===== config.mk =====
export PLATFORM = sky130hd
export DESIGN_NAME = weight_stream_fetcher_flat
export DESIGN_NICKNAME = d
export VERILOG_FILES = /design/src/rtl/weight_stream_fetcher_if.sv /design/src/rtl/weight_stream_fetcher.sv /design/src/flat_wrapper.sv
export SDC_FILE = /design/constraint.sdc
export NUM_CORES = 1
export LEC_CHECK = 0
export BUFFER_PORTS_ARGS = -buffer_cell sky130_fd_sc_hd__buf_2
export CAP_MARGIN = 40
export CORE_MARGIN = 2
export CORE_UTILIZATION = 45
export DETAILED_ROUTE_END_ITERATION = 6
export PLACE_DENSITY = 0.61
export SLEW_MARGIN = 20
export SYNTH_ARGS = -nofsm -noshare
export SYNTH_HDL_FRONTEND = slang
export SYNTH_SLANG_ARGS = --single-unit
export TNS_END_PERCENT = 30

===== constraint.sdc =====
create_clock -name clk -period 4.75 [get_ports clk]
set_input_delay 0.475 -clock clk [delete_from_list [all_inputs] [get_ports clk]]
set_output_delay 0.475 -clock clk [all_outputs]
set_load 0.1 [all_outputs]

===== src/rtl/weight_stream_fetcher_if.sv =====
// weight_stream_fetcher_if: job control, batched ROM port and one-weight-per-beat stream
interface weight_stream_fetcher_if #(
  parameter int DATA_WIDTH = 8,
  parameter int ADDR_WIDTH = 16,
  parameter int BATCH_SIZE = 8
);
  logic                             start;
  logic [ADDR_WIDTH-1:0]            base_addr;
  logic [ADDR_WIDTH:0]              num_weights;
  logic [ADDR_WIDTH-1:0]            rom_addr;
  logic [DATA_WIDTH*BATCH_SIZE-1:0] rom_data;
  logic [DATA_WIDTH-1:0]            w_data;
  logic                             w_valid;
  logic                             w_ready;
  logic                             w_last;
  logic                             busy;
  logic                             done;
  modport master (
    input  start, base_addr, num_weights, rom_data, w_ready,
    output rom_addr, w_data, w_valid, w_last, busy, done
  );
  modport slave (
    output start, base_addr, num_weights, rom_data, w_ready,
    input  rom_addr, w_data, w_valid, w_last, busy, done
  );
endinterface


===== src/rtl/weight_stream_fetcher.sv =====
// weight_stream_fetcher: walks a weight region in ROM batches and serialises them into a beat stream
module weight_stream_fetcher #(
  parameter int DATA_WIDTH = 8,
  parameter int ADDR_WIDTH = 16,
  parameter int BATCH_SIZE = 8,
  parameter int FIFO_DEPTH = 2
) (
  input logic clk,
  input logic rst_n,
  weight_stream_fetcher_if.master bus
);
  localparam int BW = DATA_WIDTH * BATCH_SIZE;
  localparam int PW = $clog2(FIFO_DEPTH);
  localparam int BI = $clog2(BATCH_SIZE);
  localparam int CW = ADDR_WIDTH + 1;
  typedef enum logic [1:0] {IDLE, RUN, DONE} state_t;
  state_t state, state_nxt;
  logic [CW-1:0] n_q, total_q, issued_q, beats_q;
  logic [BI-1:0] idx_q;
  logic inflight_q;
  logic [BW-1:0] mem [FIFO_DEPTH];
  logic [PW-1:0] wr_q, rd_q;
  logic [PW:0] cnt_q;
  logic [ADDR_WIDTH-1:0] rom_addr_q;
  logic [DATA_WIDTH-1:0] w_data_q, head_byte;
  logic w_valid_q, w_last_q;
  logic go, issue, adv, load, pop, last_acc, final_beat;
  always_comb begin
    go = bus.start && state == IDLE;
    issue = state == RUN && issued_q < total_q &&
            (PW+2)'(cnt_q) + (PW+2)'(inflight_q) < (PW+2)'(FIFO_DEPTH);
    adv = !w_valid_q || bus.w_ready;
    final_beat = beats_q + CW'(1) == n_q;
    load = state == RUN && adv && cnt_q != '0 && beats_q < n_q;
    pop = load && (idx_q == BI'(BATCH_SIZE - 1) || final_beat);
    head_byte = mem[rd_q][idx_q*DATA_WIDTH +: DATA_WIDTH];
    last_acc = w_valid_q && bus.w_ready && w_last_q;
    state_nxt = state == IDLE ? (go ? (bus.num_weights == '0 ? DONE : RUN) : IDLE) :
                state == RUN  ? (last_acc ? DONE : RUN) : IDLE;
    bus.busy = state != IDLE;
    bus.done = state == DONE;
    bus.rom_addr = rom_addr_q;
    bus.w_data = w_data_q;
    bus.w_valid = w_valid_q;
    bus.w_last = w_last_q;
  end
  always_ff @(posedge clk or negedge rst_n)
    if (!rst_n) state <= IDLE;
    else state <= state_nxt;
  // FIFO storage needs no reset: occupancy is tracked by cnt_q
  always_ff @(posedge clk)
    if (inflight_q) mem[wr_q] <= bus.rom_data;
  always_ff @(posedge clk or negedge rst_n) begin
    if (!rst_n) begin
      n_q <= '0;
      total_q <= '0;
      issued_q <= '0;
      beats_q <= '0;
      idx_q <= '0;
      inflight_q <= 1'b0;
      wr_q <= '0;
      rd_q <= '0;
      cnt_q <= '0;
      rom_addr_q <= '0;
      w_data_q <= '0;
      w_valid_q <= 1'b0;
      w_last_q <= 1'b0;
    end else begin
      if (go) begin
        n_q <= bus.num_weights;
        total_q <= CW'((bus.num_weights + CW'(BATCH_SIZE - 1)) >> BI);
        issued_q <= '0;
        beats_q <= '0;
        idx_q <= '0;
        if (bus.num_weights != '0) rom_addr_q <= bus.base_addr;
      end
      // Advance the address only if another read follows, so it holds the last one afterwards
      if (issue) begin
        issued_q <= issued_q + CW'(1);
        if (issued_q + CW'(1) < total_q) rom_addr_q <= rom_addr_q + ADDR_WIDTH'(BATCH_SIZE);
      end
      inflight_q <= issue;
      if (inflight_q) wr_q <= wr_q + PW'(1);
      if (pop) rd_q <= rd_q + PW'(1);
      cnt_q <= cnt_q + (PW+1)'(inflight_q) - (PW+1)'(pop);
      if (load) begin
        w_data_q <= head_byte;
        w_last_q <= final_beat;
        beats_q <= beats_q + CW'(1);
        idx_q <= pop ? '0 : idx_q + BI'(1);
      end
      if (adv) w_valid_q <= load;
    end
  end
endmodule


===== src/flat_wrapper.sv =====
// flat-port wrapper written by rule: the top's interface ports become plain ports
module weight_stream_fetcher_flat 
#(
  parameter int DATA_WIDTH = 8,
  parameter int ADDR_WIDTH = 16,
  parameter int BATCH_SIZE = 8,
  parameter int FIFO_DEPTH = 2
)
  (clk, rst_n, bus_start, bus_base_addr, bus_num_weights, bus_rom_data, bus_w_ready, bus_rom_addr, bus_w_data, bus_w_valid, bus_w_last, bus_busy, bus_done);
  weight_stream_fetcher_if #(.DATA_WIDTH(DATA_WIDTH), .ADDR_WIDTH(ADDR_WIDTH), .BATCH_SIZE(BATCH_SIZE)) bus_i ();
  input logic clk;
  input logic rst_n;
  input wire logic [$bits(bus_i.start)-1:0] bus_start;
  input wire logic [$bits(bus_i.base_addr)-1:0] bus_base_addr;
  input wire logic [$bits(bus_i.num_weights)-1:0] bus_num_weights;
  input wire logic [$bits(bus_i.rom_data)-1:0] bus_rom_data;
  input wire logic [$bits(bus_i.w_ready)-1:0] bus_w_ready;
  output wire logic [$bits(bus_i.rom_addr)-1:0] bus_rom_addr;
  output wire logic [$bits(bus_i.w_data)-1:0] bus_w_data;
  output wire logic [$bits(bus_i.w_valid)-1:0] bus_w_valid;
  output wire logic [$bits(bus_i.w_last)-1:0] bus_w_last;
  output wire logic [$bits(bus_i.busy)-1:0] bus_busy;
  output wire logic [$bits(bus_i.done)-1:0] bus_done;
  assign bus_i.start = bus_start;
  assign bus_i.base_addr = bus_base_addr;
  assign bus_i.num_weights = bus_num_weights;
  assign bus_i.rom_data = bus_rom_data;
  assign bus_i.w_ready = bus_w_ready;
  assign bus_rom_addr = bus_i.rom_addr;
  assign bus_w_data = bus_i.w_data;
  assign bus_w_valid = bus_i.w_valid;
  assign bus_w_last = bus_i.w_last;
  assign bus_busy = bus_i.busy;
  assign bus_done = bus_i.done;
  weight_stream_fetcher #(.DATA_WIDTH(DATA_WIDTH), .ADDR_WIDTH(ADDR_WIDTH), .BATCH_SIZE(BATCH_SIZE), .FIFO_DEPTH(FIFO_DEPTH)) u_core (.clk(clk), .rst_n(rst_n), .bus(bus_i));
endmodule

==> results summary <==
The largest buffer count on any clock path came out at 3. Setup violations remaining at the end of the flow were counted as 0. The floorplan row count came out at 58. The die outline height is 163 microns. The layer flagged by global routing as most heavily used is met2. The via count of the first global-routing pass is 7,734. The total iterations of the first detailed-routing run is 5.

The final hold violation count came out at 0. The proportion of synthesized chip area in sequential cells came out at 0.562. The maximum number of pins on one net before global-route repair is 43. Relative to the synthesized area, the layout overhead comes to 17.8%. The number of vias per cell came out at 5.47. The setup fix buffers added after clock tree synthesis is 0. The combinational family with the most area after synthesis is simple AND/OR/NAND/NOR gates. The total routing usage reported by global routing came out at 0.199. The area share of and/or/nand/nor cells after synthesis came out at 0.129. The clock buffer count from CTS came out at 26. The area occupied by registers came out at ~6400 sq um. The achievable frequency came out at 247 MHz. The total overflow reported by the global router came out at 0. The number of buffers added on ports is 128.

The post-synthesis share of cell area spent on xor and xnor gates came out at 0.0378. The total of flip-flops plus latches after synthesis came out at between 200 and 250. The fraction of the mapped netlist area in compound gates came out at 0.0885.

The total of warnings raised by yosys is 0. The net count reported at finish came out at roughly 1,200. The tightest min-delay check is of the primary input to flip-flop type.

The CTS tree is built. The run finished with clean final reports. The final-report max-slew violation count is 0. Setup repair after global routing left no endpoint under its margin.

Wires add up to 26,000 microns. CTS built an H-tree with a depth of 1. The full die area is 26,500 sq um. The post-detailed-route DRC marker count came out at 0. The first-pass GRT wire length is 41,500 microns. In the final layout, the share of cells above drive strength 1 is 0.232. The cell area after synthesis came out at about 11,000 sq um. For this run, the leading register cell type out of synthesis is edfxtp_1.

The via count of the routed design is 7,675. The tool flagged a number of max-cap violations equal to 0. The data required time of the worst path is 5200 ps. The power per cell area is 629 nW/um^2. The worst IR drop on VDD is between 0.0004 and 0.0005 V. The boundary pin count is 129. The detailed router finished its first iteration with 494 violations. In the global route stage, met3 resource usage came out at 0.0341.

The multi-input logic area came out at about 4600 sq um. The average footprint of a synthesized cell is 12.3 sq um. At the end of routability-driven placement, the weighted congestion stood at 0.871. The time the worst path needs with I/O delays and setup is between 4000 and 5000 ps. The largest driver fanout on the critical path is 14. The final standard cell utilization of the core came out at 0.535. The critical path goes through ha_1, nand3_1, nor2_1, nand3_1, xnor2_1, ha_1, nand2_1, nor2_1, a2111oi_0, a31oi_1, or4_1, mux2_4, o21ai_1.

The filler cell count is 2,149. The die boundary width came out at 163 microns. The startpoint class of the critical path is a flip-flop. The number of routed nets with antenna violations came out at 0.

Synthesis produced just over 900 cells. In the layout the commonest cells are buf_2, edfxtp_1, nand2_1. The path type of the worst setup path is flip-flop to flip-flop. The total of cells resized after clock tree synthesis came out at 0.

The setup clock skew after layout came out at about 17 ps. Yosys mapped the design onto 66 distinct sky130hd cell types. The setup total negative slack came out at 0 ps. Yosys mapped a number of flops with a built-in enable equal to 128. After clock tree synthesis, the clock-pin slew on the worst setup and hold paths is 70 ps. For this run, global-route usage on met1 was measured as 0.270. The clock root buffer master is clkbuf_16. The startpoint identified for the worst hold timing path is bus_rom_data[28]. The worst slew margin relative to its limit is 0.498. Grouping stages by cell kind, the critical path spends the most delay in simple AND/OR/NAND/NOR gates. The kind of end point of the critical path is a flip-flop. The synthesized-area fraction occupied by adder cells came out at 0.0552.

The clock reaches the later pin of the worst-skew pair after around 540 ps. The final period utilization came out at 0.854. For the pin with the worst max-slew slack, the measured transition is roughly 750 ps.

The initial antenna violation count is 3. The launching instance or port of the critical path is u_core.issued_q[0]. The slowest cell on the critical path is or4_1. The critical path contains buffers and inverters numbering 0 combined. The startpoint identified for the worst register-to-register timing path is u_core.issued_q[0]. For met2 alone, demand over resource in global routing was 0.337.

The core outline area is 25,000 sq um. The share of synthesized registers carrying an async set or reset is 0.441. The number of nets in the synthesized netlist came out at 1,071.

Measured against the total synthesized area, the mux share comes to 0.0952. The detailed placement HPWL is 18,400 microns. The total chip power came out at approximately 8.4 mW.

The largest stage delay on the critical path came out at about 830 ps. The average wire length per cell after detail routing came out at 18.5 microns. CTS saw around 230 sinks. The initial utilization of the core area, before any placement, comes to 0.454. The leakage power came out at 5.51 nW. The endpoint arrival time on the critical path came out at around 4500 ps.
==> logic make-up (layout without fill, tap and decap cells) <==
group,Yosys count,after routing
buffers and inverters,93,243
and+or+nand+nor,284,284
muxes,57,57
other,0,2
xor gates and xnor gates,49,49
adders and majority gates,50,50
AOI/OAI and AO/OA,158,158
DFF,229,229
==> sequential cells by signal (all words and copies together), names as in the netlist <==
signal / cells
u_core.total_q: 14
u_core.wr_q: 1
u_core.beats_q: 17
u_core.bus.w_data: 8
u_core.issued_q: 17
u_core.n_q: 17
u_core.idx_q: 3
u_core.state: 2
u_core.rd_q: 1
u_core.cnt_q: 2
u_core.bus.w_valid: 1
u_core.bus.rom_addr: 16
u_core.mem: 128
u_core.inflight_q: 1
u_core.bus.w_last: 1
==> worst reg2reg max path: cells and delay by family, from the launching register on <==
kind	cells	cell delay (ps)
flops	1	440
simple gates	6	1640
compound gates	3	760
mux	1	410
fa+ha+maj	2	550
xor+xnor	1	180
==> per-layer routing <==
layer  share of wire  routed length [microns]
met1            0.44                    11500
met2            0.48                    12600
met3           0.052                     1350
met4           0.019                      496
met5         0.00042                       11
==> cell usage after synthesis (3+ instances only) <==
cell type / number / area share
edfxtp_1: 128 / 0.34
nand2_1: 109 / 0.036
dfrtp_1: 101 / 0.22
o21ai_0: 67 / 0.030
ha_1: 50 / 0.055
inv_1: 49 / 0.016
mux4_2: 40 / 0.079
nor2_1: 34 / 0.011
clkbuf_1: 31 / 0.010
xnor2_1: 29 / 0.022
nand3_1: 26 / 0.011
a21oi_1: 25 / 0.011
and3_1: 20 / 0.011
xor2_1: 20 / 0.015
nor4_1: 14 / 0.0077
mux2i_1: 13 / 0.011
nor3_1: 12 / 0.0053
or3_1: 12 / 0.0066
a221o_1: 11 / 0.0097
nand4_1: 11 / 0.0061
nor2b_1: 8 / 0.0044
a21o_1: 7 / 0.0046
and2_1: 7 / 0.0039
nor3b_2: 7 / 0.0077
a31oi_1: 5 / 0.0028
buf_1: 5 / 0.0017
buf_2: 5 / 0.0022
a211oi_1: 4 / 0.0026
nor3b_1: 4 / 0.0026
o31ai_1: 4 / 0.0026
or4_1: 4 / 0.0026
a21boi_0: 3 / 0.0020
a22o_1: 3 / 0.0023
and4_1: 3 / 0.0023
mux2_2: 3 / 0.0030
nand2b_1: 3 / 0.0017
o2111ai_1: 3 / 0.0023
o211ai_1: 3 / 0.0020
o21a_1: 3 / 0.0020
==> worst paths after layout <==
| kind | endpoint | slack (ps) | cells past startpoint |
|---|---|---|---|
| max | u_core.bus.rom_addr[5] | 690 | 13 |
| max in group asynchronous | u_core.total_q[10] | 3490 | 3 |
| min reg2reg | u_core.bus.w_data[5] | 470 | 2 |
| min in group asynchronous | u_core.issued_q[4] | 380 | 2 |
| min | u_core.mem[0][28] | 120 | 1 |
| max reg2reg | u_core.bus.rom_addr[5] | 690 | 13 |
==> per-stage QoR <==
| step | hold WS (ps) | setup WS [ps] | instances | cell area [sq um] |
|---|---|---|---|---|
| detailed placement | 400 | 696 | 1350 | 12400 |
| global route | 96.2 | 280 | 1401 | 13400 |
| finish | 118 | 694 | 1402 | 13400 |
| global placement | 454 | 784 | 1344 | 12300 |
| CTS | 94.5 | 676 | 1399 | 13300 |
| floorplan | 179 | 1150 | 920 | 11300 |
==> timing repair <==
| item | in CTS | in global routing |
|---|---|---|
| hold buffers | 1 | 0 |
| hold endpoints to repair | 19 | 0 |
| setup endpoints to repair | 0 | 0 |
==> report_power, final <==
part	internal, mW	switching, mW	leakage, nW
Sequential	2.73	0.391	2.45
Clock	1.29	0.825	0.441
Combinational	1.06	2.10	2.62
Total	5.08	3.32	5.51
==> layout make-up <==
cell class                 count  area share
clock buffer                  29      0.0495
sequential                   229       0.477
antenna                        2    0.000375
multi-input combinational    598       0.345
clock inverter                19      0.0194
inverter                      49      0.0138
tap                          330      0.0309
timing repair buffer         146      0.0645
No activity file was read; power rests on OpenSTA's default activity.
